### src/rtl/mem_arbiter.sv
// Byte-serial RAM port arbiter for the IF and MEM stages (MEM has fixed priority).
// Define ARB_STATS_EN to enable the if_cnt/mem_cnt completed-transaction counters.
module mem_arbiter #(
    parameter int ADDR_W = 32
) (
    input  logic              clk,
    input  logic              rst,
    input  logic              flush,
    input  logic              if_req,
    input  logic [ADDR_W-1:0] if_addr,
    output logic [31:0]       if_data,
    output logic              if_done,
    input  logic              mem_req,
    input  logic              mem_we,
    input  logic [1:0]        mem_len,
    input  logic [ADDR_W-1:0] mem_addr,
    input  logic [31:0]       mem_wdata,
    output logic [31:0]       mem_rdata,
    output logic              mem_done,
    output logic [ADDR_W-1:0] ram_addr,
    output logic              ram_wr,
    output logic [7:0]        ram_dout,
    input  logic [7:0]        ram_din,
    output logic              busy,
    output logic [31:0]       if_cnt,
    output logic [31:0]       mem_cnt
);
    typedef enum logic [1:0] {IDLE, RD, WR, DONE} state_t;

    state_t            state, state_nx;
    logic [2:0]        cnt, n, len_n, cnt_inc;
    logic              own_mem, accept;
    logic [ADDR_W-1:0] base, addr_inc;
    logic [31:0]       wdata, rbuf, rd_word;
    logic [1:0]        cap_sel, wr_sel;

    always_comb begin
        case (mem_len)
            2'd0:    len_n = 3'd1;
            2'd1:    len_n = 3'd2;
            default: len_n = 3'd4;
        endcase
    end

    assign cnt_inc  = cnt + 3'd1;
    assign addr_inc = base + ADDR_W'(cnt_inc);
    assign cap_sel  = 2'(cnt - 3'd1);
    assign wr_sel   = cnt_inc[1:0];

    // Next-state logic
    always_comb begin
        state_nx = state;
        case (state)
            IDLE: begin
                if (mem_req)              state_nx = mem_we ? WR : RD;
                else if (if_req && !flush) state_nx = RD;
            end
            RD: begin
                if (flush && !own_mem) state_nx = IDLE;
                else if (cnt == n)     state_nx = DONE;
            end
            WR:      if (cnt_inc == n) state_nx = DONE;
            default: state_nx = IDLE;
        endcase
    end

    assign accept = (state == IDLE) && (state_nx != IDLE);

    // Byte k (issued in cycle cnt=k) arrives one cycle later, i.e. while cnt=k+1.
    always_comb begin
        rd_word = rbuf;
        if (state == RD && cnt != 3'd0) rd_word[{cap_sel, 3'b000} +: 8] = ram_din;
    end

    always_ff @(posedge clk) begin
        if (rst) begin
            state   <= IDLE;
            cnt     <= 3'd0;
            own_mem <= 1'b0;
        end else begin
            state <= state_nx;
            if (accept) begin
                cnt     <= 3'd0;
                own_mem <= mem_req;
            end else if (state == RD || state == WR) begin
                cnt <= cnt_inc;
            end
        end
    end

    always_ff @(posedge clk) begin
        if (rst) begin
            ram_addr  <= '0;
            ram_wr    <= 1'b0;
            ram_dout  <= 8'd0;
            if_data   <= 32'd0;
            mem_rdata <= 32'd0;
        end else if (accept) begin
            ram_addr <= mem_req ? mem_addr : if_addr;
            ram_wr   <= mem_req && mem_we;
            ram_dout <= mem_wdata[7:0];
        end else begin
            case (state)
                RD: begin
                    if (cnt_inc < n) ram_addr <= addr_inc;
                    if (state_nx == DONE) begin
                        if (own_mem) mem_rdata <= rd_word;
                        else         if_data   <= rd_word;
                    end
                end
                WR: begin
                    if (state_nx == DONE) begin
                        ram_wr <= 1'b0;
                    end else begin
                        ram_addr <= addr_inc;
                        ram_dout <= wdata[{wr_sel, 3'b000} +: 8];
                    end
                end
                default: ;
            endcase
        end
    end

    // Request fields latched at accept; no reset needed on pure data.
    always_ff @(posedge clk) begin
        if (accept) begin
            base  <= mem_req ? mem_addr : if_addr;
            n     <= mem_req ? len_n : 3'd4;
            wdata <= mem_wdata;
            rbuf  <= 32'd0;
        end else if (state == RD) begin
            rbuf <= rd_word;
        end
    end

    always_comb begin
        busy     = (state != IDLE);
        if_done  = (state == DONE) && !own_mem;
        mem_done = (state == DONE) && own_mem;
    end

`ifdef ARB_STATS_EN
    always_ff @(posedge clk) begin
        if (rst) begin
            if_cnt  <= 32'd0;
            mem_cnt <= 32'd0;
        end else if (state == DONE) begin
            if (own_mem) mem_cnt <= mem_cnt + 32'd1;
            else         if_cnt  <= if_cnt + 32'd1;
        end
    end
`else
    assign if_cnt  = 32'd0;
    assign mem_cnt = 32'd0;
`endif
endmodule

### config.mk
export PLATFORM = sky130hd
export DESIGN_NAME = mem_arbiter
export DESIGN_NICKNAME = d
export VERILOG_FILES = /design/src/rtl/mem_arbiter.sv
export SDC_FILE = /design/constraint.sdc
export NUM_CORES = 1
export LEC_CHECK = 0
export BUFFER_PORTS_ARGS = -buffer_cell sky130_fd_sc_hd__buf_2
export CAP_MARGIN = 20
export CORE_UTILIZATION = 52
export DETAILED_ROUTE_END_ITERATION = 8
export PLACE_DENSITY_LB_ADDON = 0.25
export RECOVER_POWER = 100
export SKIP_CTS_REPAIR_TIMING = 1
export SYNTH_ARGS = -nofsm -noshare
export SYNTH_HDL_FRONTEND = slang
export SYNTH_SLANG_ARGS = --single-unit
### constraint.sdc
create_clock -name clk -period 5.5 [get_ports clk]
set_clock_uncertainty 0.1 [all_clocks]
set_input_delay 0 -clock clk [delete_from_list [all_inputs] [get_ports clk]]
set_output_delay 0 -clock clk [all_outputs]
set_load 0.05 [all_outputs]
# ---- Word-level counts from Yosys, hierarchy flattened
# Cells that the tools add are included.
dict set report word_totals {
  ff_bits 210
  in_bits 112
  out_inout_bits 172
}
dict set report classes {
  n_addsub 4
  order_cmp 1
  eq_ne 10
  shift 3
  n_mux 21
  bitwise 2
  n_reduce_logical 24
}
# op count
set op_table {}
lappend op_table {{32-bit two-way mux} 5}
lappend op_table {{32-bit one-hot mux with 2 select lines} 1}
lappend op_table {{32-bit by 3-bit adder with 32-bit output} 1}
lappend op_table {{32-bit bitwise mux} 1}
lappend op_table {{8-bit by 7-bit variable shift with 32-bit output (first input constant)} 1}
lappend op_table {{32-bit by 6-bit indexed part select with 8-bit output} 1}
lappend op_table {{8-bit by 7-bit indexed part select with 32-bit output} 1}
lappend op_table {{8-bit two-way mux} 3}
lappend op_table {{2-bit two-way mux} 6}
lappend op_table {{4-bit AND reduction} 2}
lappend op_table {{2-bit nonzero test} 4}
lappend op_table {{1-bit logical AND} 7}
lappend op_table {{5-bit negator with 7-bit output} 1}
lappend op_table {{2-bit equality test (second input constant)} 3}
lappend op_table {{3-bit equality test} 2}
lappend op_table {{2-bit one-hot mux with 3 select lines} 1}
lappend op_table {{3-bit one-hot mux with 2 select lines} 1}
lappend op_table {{3-bit nonzero test} 2}
lappend op_table {{2-bit by 1-bit equality test with 1-bit output (second input constant)} 2}
lappend op_table {{2-bit logical NOT} 2}
lappend op_table {{2-bit AND reduction} 2}
lappend op_table {{3-bit by 1-bit adder with 3-bit output (second input constant)} 1}
lappend op_table {{3-bit < comparator} 1}
lappend op_table {{1-bit two-way mux} 3}
lappend op_table {{9 further kinds} 11}

# ---- Depth between registers and ports, before layout
dict set report logic_depth {
  ltp_word 9
  mapped_depth 12
  mapped_depth_nobuf 10
}

# ---- Worst setup path after synthesis
# OpenSTA, ideal clock, no wires.
dict set report synth_timing {
  path_kind {reg-to-reg}
  start {reg cnt[0]}
  end {reg base[0], enable pin}
  setup_time_ps 458
  arrival_ps 4453
  required_time_ps 4942
  path_slack_ps 489
  path_stages_with_launch 11
  period_less_slack_ps 5011
  cell_sequence {dfxtp_1 inv_1 ha_1 ha_1 nand3_1 a21boi_0 a211oi_2 a21oi_1 buf_2 buf_1 clkbuf_1}
}
dict set report synth_between {
  elab_chain_len 6
  elab_cells_between_ends 9
}
# element line_no
set synth_lines {}
lappend synth_lines {{from (decl)} 31} ;# logic [2:0] cnt, n, len_n, cnt_inc;
lappend synth_lines {{from (signal assigned)} 86} ;# cnt <= cnt_inc;
lappend synth_lines {{3-bit by 1-bit adder with 3-bit output} 45} ;# assign cnt_inc = cnt + 3'd1;
lappend synth_lines {{via cnt_inc[1]} 31}
lappend synth_lines {{3-bit equality test} 62} ;# WR: if (cnt_inc == n) state_nx = DONE;
lappend synth_lines {{2-bit two-way mux} 62}
lappend synth_lines {{2-bit one-hot mux with 3 select lines} 53} ;# case (state)
lappend synth_lines {{2-bit nonzero test} 67} ;# assign accept = (state == IDLE) && (state_nx != IDLE);
lappend synth_lines {{1-bit logical AND} 67}
lappend synth_lines {{via accept} 32} ;# logic own_mem, accept;
lappend synth_lines {{to (signal assigned)} 127} ;# base <= mem_req ? mem_addr : if_addr;
lappend synth_lines {{to (decl)} 33} ;# logic [ADDR_W-1:0] base, addr_inc;
# The timed path passes the listed nets, and every way through them passes these cells.
# A chain may end at the register's enable or synchronous reset.

# ---- Worst setup path in the final report
dict set report layout_timing {
  start {reg cnt[1]}
  end {reg ram_dout[2]}
}
dict set report layout_between {
  elab_chain_len 8
  elab_cells_between_ends 17
}
# element line_no
set layout_lines {}
lappend layout_lines {{3-bit by 1-bit adder with 3-bit output *} 45}
lappend layout_lines {{via cnt_inc[1]} 31}
lappend layout_lines {{3-bit equality test} 62}
lappend layout_lines {{2-bit two-way mux} 62}
lappend layout_lines {{2-bit one-hot mux with 3 select lines} 53}
lappend layout_lines {{2-bit nonzero test} 67}
lappend layout_lines {{1-bit logical AND} 67}
lappend layout_lines {{2-bit inequality test (no line) / 2-bit nonzero test (equally long branches)} n/a}
lappend layout_lines {{2-bit AND reduction (no line)} n/a}
lappend layout_lines {{to (signal assigned)} 101} ;# ram_dout <= mem_wdata[7:0];
lappend layout_lines {{to (signal assigned)} 116} ;# ram_dout <= wdata[{wr_sel, 3'b000} +: 8];
lappend layout_lines {{to (decl)} 22} ;# output logic [7:0] ram_dout,
# The timed path passes the listed nets; every way through them passes the cells marked *. The select of a mux whose other input is x is not followed.

==> run metrics <==
status finished, violations left; failing checks hold timing, capacitance limit, slew limit; total track usage 22.1%; port bufs 219; Yosys top cell area share 30.1%; register area share after synthesis 51.2%; Vias 7,572; Hold Worst Slack -0.0915 ns; Final Hold Viols 1; Root Driver clkbuf_16; Clock Power Share 26.1%; Slew Viols, Final 112; largest net degree at the start of global routing 86; CP arrival 4.93 ns; Leak Pwr 4.67 nW; final setup vio count 0; PwrDens 453 mW/mm2; WP data required 5.78 ns; final net count 1,354; Setup crit end kind flip-flop; drc violations 0; Max Clock Freq 215 MHz; clk slew on worst S/H paths 0.06 ns; Mapped Area 0.00952 mm2; RSZ-0062 raised after global routing no; die area 0.0189 mm2; Gate power share 35.1%; vias per inst 5.16; Period Utilization, post-route 84.5%; Worst Setup Start Kind flip-flop; Yosys warning count 0; clk buf depth 3; worst hold path type input port to flip-flop; critical path class flip-flop to flip-flop; number of global-route vias before repair 6,450; clk_lat worst skew 0.50 ns; initial antenna violation count 0; WHS Path Cells 4; Pint 0.00342 W; initial cell density of the core 53.0%; slew margin rel. -46.5%; DRT Wirelength 23,300 um; flops & latches, synth 210; max-cap violations 2; Syn Area/Cell 10.4 um2; Seq pwr share 38.8%; clk sink count 210; CP max stage delay 0.90 ns; EDFF count, synth 67; top_reg_cell synth dfxtp_1; Die Y 137 um; Post-DRT Antenna Nets 0; Setup TNS Final 0 ns; die width 137 um; Layout area overhead 27.6%; net load switching power 0.00209 W; top post-synthesis cells by area dfxtp_1 (30%), edfxtp_1 (21%), nor2_1 (5.8%); area leader, netlist dfxtp_1; Net Sw Frac 38.0%; crit path time final 4.65 ns; CTS H-tree depth 1; Top-Level Pins 284; Max stage delay cell, worst path clkbuf_2; initial detailed-routing violation count 443; CTS Buf Count 23; Reg2Reg Depth 11; CP max FO 71; GRT overflow 0; ys async rst share 0%; first-pass GRT wire length 32,800 um; Mapped Cells 914; crit-path cells inv_1 -> ha_1 -> ha_1 -> nand3_1 -> a21boi_0 -> a211oi_1 -> a21oi_4 -> clkbuf_2 -> mux2_2 -> mux2i_1 -> nor2_1; DPL Wire Length 14,200 um; n_diodes 0; WL per Instance 15.9 um; Final GP Congestion 0.746; Top cell by count, worst path ha_1; count of cell types in the netlist 50; CTS tree yes; Rows 49; layout cells sized above 1 15.7%; first-pass iteration count of the detailed router 5; VDD IR-drop max 367 uV; core area 0.0180 mm2; worst-margin pin slew 2.20 ns
[worst paths after layout]
kind                            slack, ns          end         from
worst max-delay path                 0.85  ram_dout[2]       cnt[1]
worst min-delay path                -0.09  ram_addr[3]  mem_addr[3]
worst max register to register       0.85  ram_dout[2]       cnt[1]
worst min register to register       0.36  ram_addr[7]  ram_addr[7]
[power by group through the flow]
| stage | Clock, W | Combinational, W | Sequential [W] |
|---|---|---|---|
| finish | 0.00144 | 0.00194 | 0.00213 |
| global placement | 0 | 0.00188 | 0.00214 |
| CTS | 0.00146 | 0.00191 | 0.00212 |
| detailed placement | 0 | 0.00190 | 0.00215 |
| floorplan | 0 | 0.00107 | 0.00260 |
| global route | 0.00153 | 0.00209 | 0.00217 |
[final cells by class]
class | instances | area (um2)
clock inverters | 6 | 33.8
repair buffers | 338 | 2110
fillers | 1474 | 5820
flip-flops and latches | 210 | 4870
clock buffers | 34 | 668
multi-input cells | 639 | 4130
inverters | 11 | 41.3
well taps | 229 | 287
[cells by family after synthesis]
group	after synthesis	synth area share (%)
AO/OA/AOI/OAI	150	10.6
AND/OR/NAND/NOR	280	13.3
XOR/XNOR	35	3.22
adder cells (fa/ha/maj)	19	2.58
other	1	0.0394
multiplexers	91	11.2
flip-flops	210	51.2
buffers and inverters	128	7.90
[cells in the final DEF, fill, tap and decap left out, types with 3 or more instances in the layout]
cell	instances
clkbuf_8	3
nand3_1	9
a22oi_1	8
and2_1	3
mux2i_1	40
or2_2	8
dfxtp_1	143
inv_1	11
nor2b_1	4
edfxtp_1	67
o21ai_0	17
buf_4	5
xor2_1	14
and3_1	10
buf_2	99
xnor2_1	21
a21oi_1	37
mux2_2	33
conb_1	64
clkbuf_16	24
nor3_1	8
clkbuf_1	126
clkbuf_2	4
mux4_2	8
a211oi_1	69
dlygate4sd3_1	110
clkinv_2	5
ha_1	18
nand3b_1	19
nand2b_1	3
nor2_1	146
and4_1	3
nand4_1	6
mux2_1	10
nand2_1	53
[through the flow]
step | util [%] | worst slack [ns] | total power (W) | cells | cell area [um2]
floorplan | - | 0.489 | 0.00367 | 977 | 9760
global placement | 58.5 | 1.57 | 0.00402 | 1316 | 10500
detailed placement | 58.5 | 1.41 | 0.00404 | 1316 | 10500
CTS | 62.4 | 1.38 | 0.00549 | 1356 | 11200
global route | 67.6 | 0.489 | 0.00578 | 1467 | 12100
finish | 67.6 | 0.854 | 0.00551 | 1467 | 12100
[registers in the layout, summed over array words and instances (netlist names)]
signal     cells
ram_dout       8
state          2
n              3
ram_addr      32
own_mem        1
if_data       32
mem_rdata     32
wdata         32
cnt            3
rbuf          32
base          32
ram_wr         1
[layer usage]
layer / GRT usage (%) / vias to the layer above / routed length [um]
met5: 0 / - / 0
met4: 5.74 / 0 / 745
met3: 4.19 / 65 / 1260
met2: 35.9 / 264 / 11300
met1: 30.1 / 3538 / 9960
li1: - / 3705 / -
[synth_stat cells, types with 9 or more instances]
cell / n
dfxtp_1: 143
a211oi_1: 68
nand3b_1: 19
o21ai_0: 9
ha_1: 18
buf_4: 67
a21oi_1: 38
mux2i_1: 40
nand3_1: 9
xnor2_1: 21
clkbuf_1: 26
o21ai_1: 10
buf_2: 16
mux2_2: 43
and3_1: 10
nor2_1: 146
inv_1: 11
edfxtp_1: 67
xor2_1: 14
nand2_1: 53
[worst max-delay path, delay by kind of cell, from the launching register on]
family                   cells  cell delay [ns]
adder cells (fa/ha/maj)      2             1.09
flip-flops                   1             0.43
buffers and inverters        2             1.02
AO/OA/AOI/OAI                3             0.84
AND/OR/NAND/NOR              2             0.16
multiplexers                 2             0.86
(Power assumes the default switching activity.)
